[src/rtl/kronos_lsu.sv]
// Load/store sequencer between write-back and the data bus: splits word-crossing
// accesses into two aligned transactions, lane-aligns stores and extends loads.
module kronos_lsu (
  input  logic        clk,
  input  logic        rstz,
  input  logic        start_vld,
  output logic        start_rdy,
  input  logic [31:0] addr,
  input  logic [31:0] wdata,
  input  logic        st,
  input  logic [1:0]  size,
  input  logic        ld_sign,
  input  logic [4:0]  rd,
  output logic        done,
  output logic [31:0] ld_data,
  output logic [4:0]  ld_rd,
  output logic        ld_wr,
  output logic        data_req,
  output logic [31:0] data_addr,
  output logic        data_we,
  output logic [3:0]  data_mask,
  output logic [31:0] data_wr_data,
  input  logic [31:0] data_rd_data,
  input  logic        data_ack
);

  // Handshakes: a request is accepted on a posedge with start_vld && start_rdy;
  // a bus beat completes on a posedge with data_req && data_ack, and the bus
  // outputs are held constant from the first data_req cycle through that edge.

  typedef enum logic [1:0] {IDLE, LO, HI} state_t;

  state_t      state_q, state_d;
  logic [31:0] addr_q, addr_d;
  logic [31:0] wdata_q, wdata_d;
  logic        st_q, st_d;
  logic [1:0]  size_q, size_d;
  logic        sign_q, sign_d;
  logic [4:0]  rd_q, rd_d;
  logic [31:0] lo_q, lo_d;
  // The top byte of the upper word can never be reached by any access.
  logic [23:0] hi_q, hi_d;
  logic        done_q, done_d;
  logic        ld_wr_q, ld_wr_d;
  logic [31:0] ld_data_q, ld_data_d;
  logic [4:0]  ld_rd_q, ld_rd_d;

  logic [1:0]  off;
  logic [3:0]  sm;
  logic [7:0]  m8;
  logic [63:0] w64;
  logic        span;
  logic [31:0] word_addr;
  logic        fin;
  logic [31:0] lo_m;
  logic [23:0] hi_m;
  logic [31:0] r32;
  logic [31:0] ext;

  always_comb begin
    off = addr_q[1:0];
    case (size_q)
      2'd0:    sm = 4'b0001;
      2'd1:    sm = 4'b0011;
      default: sm = 4'b1111;
    endcase
    m8        = {4'b0000, sm} << off;
    w64       = {32'b0, wdata_q} << {off, 3'b000};
    span      = |m8[7:4];
    word_addr = {addr_q[31:2], 2'b00};
  end

  always_comb begin
    state_d      = state_q;
    addr_d       = addr_q;
    wdata_d      = wdata_q;
    st_d         = st_q;
    size_d       = size_q;
    sign_d       = sign_q;
    rd_d         = rd_q;
    lo_d         = lo_q;
    hi_d         = hi_q;
    fin          = 1'b0;
    start_rdy    = 1'b0;
    data_req     = 1'b0;
    data_addr    = 32'b0;
    data_we      = 1'b0;
    data_mask    = 4'b0;
    data_wr_data = 32'b0;
    case (state_q)
      IDLE: begin
        start_rdy = 1'b1;
        if (start_vld) begin
          addr_d  = addr;
          wdata_d = wdata;
          st_d    = st;
          size_d  = size;
          sign_d  = ld_sign;
          rd_d    = rd;
          state_d = LO;
        end
      end
      LO: begin
        data_req     = 1'b1;
        data_addr    = word_addr;
        data_we      = st_q;
        data_mask    = m8[3:0];
        data_wr_data = w64[31:0];
        if (data_ack) begin
          lo_d = data_rd_data;
          if (span) begin
            state_d = HI;
          end else begin
            fin     = 1'b1;
            state_d = IDLE;
          end
        end
      end
      HI: begin
        data_req     = 1'b1;
        data_addr    = word_addr + 32'd4;
        data_we      = st_q;
        data_mask    = m8[7:4];
        data_wr_data = w64[63:32];
        if (data_ack) begin
          hi_d    = data_rd_data[23:0];
          fin     = 1'b1;
          state_d = IDLE;
        end
      end
      default: state_d = IDLE;
    endcase
  end

  // The completing beat's read data bypasses its capture register so the
  // extended result can be registered in the same edge as done.
  always_comb begin
    lo_m = (state_q == LO) ? data_rd_data : lo_q;
    hi_m = (state_q == HI) ? data_rd_data[23:0] : hi_q;
    case (off)
      2'd0:    r32 = lo_m;
      2'd1:    r32 = {hi_m[7:0],  lo_m[31:8]};
      2'd2:    r32 = {hi_m[15:0], lo_m[31:16]};
      default: r32 = {hi_m[23:0], lo_m[31:24]};
    endcase
    case (size_q)
      2'd0:    ext = {{24{sign_q & r32[7]}}, r32[7:0]};
      2'd1:    ext = {{16{sign_q & r32[15]}}, r32[15:0]};
      default: ext = r32;
    endcase
    done_d    = fin;
    ld_wr_d   = fin & ~st_q;
    ld_rd_d   = fin ? rd_q : ld_rd_q;
    ld_data_d = (fin && !st_q) ? ext : ld_data_q;
  end

  always_ff @(posedge clk or negedge rstz) begin
    if (!rstz) begin
      state_q   <= IDLE;
      addr_q    <= 32'b0;
      wdata_q   <= 32'b0;
      st_q      <= 1'b0;
      size_q    <= 2'b0;
      sign_q    <= 1'b0;
      rd_q      <= 5'b0;
      lo_q      <= 32'b0;
      hi_q      <= 24'b0;
      done_q    <= 1'b0;
      ld_wr_q   <= 1'b0;
      ld_data_q <= 32'b0;
      ld_rd_q   <= 5'b0;
    end else begin
      state_q   <= state_d;
      addr_q    <= addr_d;
      wdata_q   <= wdata_d;
      st_q      <= st_d;
      size_q    <= size_d;
      sign_q    <= sign_d;
      rd_q      <= rd_d;
      lo_q      <= lo_d;
      hi_q      <= hi_d;
      done_q    <= done_d;
      ld_wr_q   <= ld_wr_d;
      ld_data_q <= ld_data_d;
      ld_rd_q   <= ld_rd_d;
    end
  end

  assign done    = done_q;
  assign ld_wr   = ld_wr_q;
  assign ld_data = ld_data_q;
  assign ld_rd   = ld_rd_q;

endmodule
[config.mk]
export PLATFORM = sky130hd
export DESIGN_NAME = kronos_lsu
export DESIGN_NICKNAME = d
export VERILOG_FILES = /design/src/rtl/kronos_lsu.sv
export SDC_FILE = /design/constraint.sdc
export NUM_CORES = 1
export LEC_CHECK = 0
export ABC_AREA = 1
export BUFFER_PORTS_ARGS = -buffer_cell sky130_fd_sc_hd__buf_4
export CORE_ASPECT_RATIO = 0.9
export CORE_MARGIN = 4
export CORE_UTILIZATION = 36
export CTS_BUF_LIST = sky130_fd_sc_hd__clkbuf_2 sky130_fd_sc_hd__clkbuf_4 sky130_fd_sc_hd__clkbuf_8
export DETAILED_ROUTE_END_ITERATION = 10
export SKIP_CTS_REPAIR_TIMING = 1
export SLEW_MARGIN = 20
export SYNTH_ARGS = -nofsm -noshare
export SYNTH_HDL_FRONTEND = slang
export SYNTH_SLANG_ARGS = --single-unit
[constraint.sdc]
create_clock -name clk -period 2.9 [get_ports clk]
set_input_delay 0.58 -clock clk [delete_from_list [all_inputs] [get_ports clk]]
set_output_delay 0.58 -clock clk [all_outputs]
set_load 0.01 [all_outputs]
Word-level counts from Yosys, hierarchy flattened
Index checks and enable logic that the tools add are counted.
{"block": "word_totals", "inputBits": 109, "reg_bits": 170, "output_inout_bits": 110, "elab_cells": 59}
{"block": "op_classes", "n_eq_ne": 8, "reduce_logical": 11, "shift": 2, "bitwise": 4, "add_sub_neg": 1, "n_mux": 20}
{"operator": "32-bit one-hot mux with 2 select lines", "n": 3}
{"operator": "32-bit one-hot mux with 3 select lines", "n": 1}
{"operator": "32-bit by 5-bit left shift with 64-bit output", "n": 1}
{"operator": "32-bit by 3-bit adder with 32-bit output, second input constant", "n": 1}
{"operator": "32-bit two-way mux", "n": 1}
{"operator": "24-bit two-way mux", "n": 1}
{"operator": "4-bit one-hot mux with 2 select lines", "n": 2}
{"operator": "2-bit two-way mux", "n": 4}
{"operator": "4-bit by 2-bit left shift with 8-bit output", "n": 1}
{"operator": "2-bit by 1-bit == test with 1-bit output, second input constant", "n": 3}
{"operator": "2-bit zero test", "n": 3}
{"operator": "1-bit two-way mux", "n": 6}
{"operator": "2-bit inequality test, second input constant", "n": 3}
{"operator": "2-bit one-hot mux with 3 select lines", "n": 1}
{"operator": "2-bit AND reduction", "n": 3}
{"operator": "2-bit == test, second input constant", "n": 2}
{"operator": "4-bit OR reduction", "n": 1}
{"operator": "1-bit bitwise AND", "n": 3}
{"operator": "3-bit AND reduction", "n": 1}
{"operator": "1-bit one-hot mux with 2 select lines", "n": 1}
{"operator": "2-bit OR reduction", "n": 1}
{"operator": "1-bit logical AND", "n": 1}
{"operator": "1-bit zero test", "n": 1}
{"operator": "1-bit inverter", "n": 1}

Longest topological paths before layout
{"block": "depth", "word_depth": 8, "depth_mapped": 14, "ltp_nobuf": 12}

Least setup slack after synthesis
No wires, ideal clock.
{"block": "synth_path", "path_kind": "register to output", "startpoint": "register state_q[1]", "endpoint": "output port data_mask[0]", "required_time_ps": 2320, "arrival_time_ps": 1797, "path_stages_with_launch": 10, "n_path_buf": 3, "slack_ps": 523, "path_cell_list": "dfrtp_1 inv_1 ha_1 clkbuf_2 buf_2 nand2_1 clkinv_1 nand2_1 buf_2 o21ai_0"}
{"block": "synth_via", "elab_chain_len": 2, "word_cells_on_any_way": 3, "cone_classes": "2 x eq/ne; 1 x mux"}
{"element": "from (decl)", "line_no": "33", "text": "state_t state_q, state_d;"}
{"element": "from (signal assigned)", "line_no": "173", "text": "state_q <= state_d;"}
{"element": "2-bit == test or 2-bit by 1-bit == test with 1-bit output (tied branches)", "line_no": "90", "text": "case (state_q)"}
{"element": "4-bit one-hot mux with 2 select lines (*)", "line_no": "90"}
{"element": "to (decl)", "line_no": "21", "text": "output logic [3:0] data_mask,"}
Every way passes the cells marked *; elsewhere a longest branch is shown, timed or not.

Final worst setup path
{"block": "layout_path", "startpoint": "register addr_q[3]", "endpoint": "output port data_addr[10]"}
{"block": "layout_via", "elab_chain_len": 2}
{"element": "from (decl)", "line_no": "34", "text": "logic [31:0] addr_q, addr_d;"}
{"element": "from (signal assigned)", "line_no": "174", "text": "addr_q <= addr_d;"}
{"element": "32-bit by 3-bit adder with 32-bit output", "line_no": "121", "text": "data_addr = word_addr + 32'd4;"}
{"element": "32-bit one-hot mux with 2 select lines", "line_no": "90"}
{"element": "to (decl)", "line_no": "19", "text": "output logic [31:0] data_addr,"}
Every way passes these cells.

==> metrics <==
Gate power share=59.2%; sw power=7.39 mW; clock sink count=170; Arrival @ worst endpoint=2.21 ns; Core ar.=28100 µm²; n_diodes=0; Synth Area per Inst=6.86 µm²; first-pass GRT wire length=56400 µm; # rows=58; register area share after synthesis=41.2%; RePlAce Congestion=0.944; Crit. Startpoint=addr_q[3]$_DFFE_PN0P_; Fmax=0.358 GHz; VDD IR-drop max=0.739 mV; total track usage=22.5%; Initial Utilization=36.8%; ys async rst share=100%; relative slew slack=51.0%; final setup violation count=0; Synth Flop Type=dfrtp_1; Final Slew Violations=0; sw frac=48.6%; Avg WL per Cell=17.5 µm; Yosys reg bits=170; power share of the sequential group=29.2%; dpl hpwl=26900 µm; Final Power=15.2 mW; vias in the first global route=10000; num ports=219; fin crit period=2.79 ns; Yosys warnings=0; clk_lat worst skew=0.48 ns; Reg area=4270 µm²; Clock power frac=11.6%; Post-synth EDFFs=0; Syn-to-layout area delta=26.0%; final net count=1822; Yosys cell types=41; worst slew pin tran=0.727 ns; Starting DRT DRC Count=948; die height=169 µm; critical setup path kind=register to output pin; vias per cell=5.09; LEAKAGE=6.77 nW; Fin. Hold Viols=0; Worst Path Max Fanout=5; Clock Path Buffers=2; DRC Markers=0; H-tree levels=4; startpoint types=register; antenna violations before repair=1; DIE WIDTH=186 µm; internal cell power=7.82 mW; Final period util=96.3%; skew final=0.0149 ns; crit end category=output pin; pin count of the biggest net entering global routing=65; total CTS buffers=17; synthesized area=10300 µm²; Hold WC Path Type=primary input to asynchronous set/reset pin; Synth Instances=1505; worst r2r src=state_q[1]$_DFFE_PN0P_; clk root buf=clkbuf_8; maxcap violations=0; Multi-input gate area=5280 µm²; grt total ovfl=0; layout cells sized above 1=22.1%; WHS=0.0814 ns; Reg clk slew, reported paths=0.10 ns; CTS tree=yes; WL final=36300 µm; port bufs=216; Critical Path RT=2.32 ns; FILL cells=2879; post-detailed-route count of antenna-violating nets=0; Pwr Density=1170 nW/µm²; drt first pass iters=5; via count=10600; status=completed; Die Area=31400 µm²
path summary, 6_finish.rpt:
path / slack, ns / depth (start not counted) / endpoint
setup / recovery: 0.11 / 8 / data_addr[10]
hold / removal: 0.08 / 1 / addr_q[26]$_DFFE_PN0P_
setup reg to reg: 0.44 / 10 / ld_data[16]$_DFFE_PN0P_
hold reg to reg: 0.47 / 2 / ld_rd[4]$_DFFE_PN0P_
max in group asynchronous: 2.11 / 2 / ld_data[29]$_DFFE_PN0P_
min in group clk: 0.31 / 3 / lo_q[29]$_DFFE_PN0P_
metal layers:
metal  wire length (µm)  share of wire, %  global-route usage, %
met5                  8             0.022                      0
met4                512               1.4                   4.98
met3               2910               8.0                   5.67
met2              16700                46                   36.4
met1              16200                45                   30.8
kinds of logic after synthesis:
family	count (synthesis)	share of synthesized area (%)
simple gates	800	30.7
compound gates	257	13.6
buf+inv	223	8.63
flops	170	41.2
mux	50	5.37
fa+ha+maj	4	0.485
other cells	1	0.0363
registers in the layout, indices dropped and copies added (netlist names):
name     count
addr_q      32
ld_data     32
lo_q        32
wdata_q     32
hi_q        24
ld_rd        5
rd_q         5
size_q       2
state_q      2
done         1
ld_wr        1
sign_q       1
st_q         1
critical path, cell delays in order (launching register included):
cell	delay, ns
dfrtp_1	0.43
ha_2	0.23
nand3_2	0.13
inv_1	0.20
nand2_1	0.10
inv_1	0.13
o21ai_0	0.10
a21oi_1	0.23
buf_4	0.18
synthesized netlist by cell type (5+ instances only):
| cell | count | area share (%) |
|---|---|---|
| mux2_2 | 43 | 4.7 |
| o22ai_1 | 22 | 1.3 |
| mux2i_1 | 7 | 0.68 |
| nor2_1 | 145 | 5.3 |
| nand3_1 | 58 | 2.8 |
| buf_4 | 5 | 0.36 |
| inv_1 | 138 | 5.0 |
| nand4_1 | 15 | 0.91 |
| dfrtp_1 | 170 | 41 |
| nand2_1 | 568 | 21 |
| buf_1 | 11 | 0.40 |
| a21oi_1 | 55 | 2.7 |
| buf_2 | 27 | 1.3 |
| clkbuf_1 | 34 | 1.2 |
| a31oi_1 | 6 | 0.36 |
| o21bai_1 | 9 | 0.65 |
| o21ai_0 | 146 | 7.1 |
power by group through the flow:
stage               Combinational (mW)  Clock, mW  Sequential (mW)
floorplan                         5.32          0             4.25
finish                            9.00       1.77             4.44
global placement                  8.45          0             4.44
CTS                               8.53       1.81             4.43
global route                      9.95       1.91             4.59
detailed placement                8.50          0             4.46
area by class of cell:
class	count	share of cell area [%]
timing repair buffer	262	15.9
inverter	145	4.23
tap	360	3.46
multi-input combinational	1113	40.6
sequential	170	32.8
clock inverter	12	1.06
clock buffer	19	2.01
metrics by stage:
| step | cell area (µm²) | TNS [ns] | setup slack, ns | instances | utilization, % |
|---|---|---|---|---|---|
| 6_report | 13000 | 0 | 0.106 | 2081 | 46.3 |
| 5_1_grt | 13000 | -0.00826 | -0.00478 | 2081 | 46.3 |
| 4_1_cts | 12700 | -3.02 | -0.241 | 2066 | 45.4 |
| 3_5_place_dp | 12300 | 0 | 0.298 | 2035 | 43.9 |
| 3_3_place_gp | 12300 | 0 | 0.362 | 2035 | 43.9 |
| 2_1_floorplan | 10300 | 0 | 0.523 | 1506 | - |
cells in the final DEF, fill, tap and decap left out, types with 3 or more instances in the layout:
cell type	synthesis	layout
nor2_4	3	4
clkbuf_8	0	19
dfrtp_2	0	6
buf_4	5	253
dfrtp_1	170	163
a21boi_1	3	3
o21ai_0	146	145
mux2i_1	7	7
nand3_1	58	56
a31oi_1	6	6
buf_12	0	6
o21bai_1	9	9
mux2_2	43	43
o22ai_1	22	22
inv_6	0	5
nand4_1	15	15
o211ai_1	4	4
nand2_2	3	7
a21oi_1	55	55
nand2_1	568	562
inv_2	4	6
nor2_1	145	139
inv_1	138	135
nand3_2	1	3
clkinvlp_4	0	3
nor2_2	1	6
a21boi_0	3	3
No activity file was read; power rests on OpenSTA's default activity.
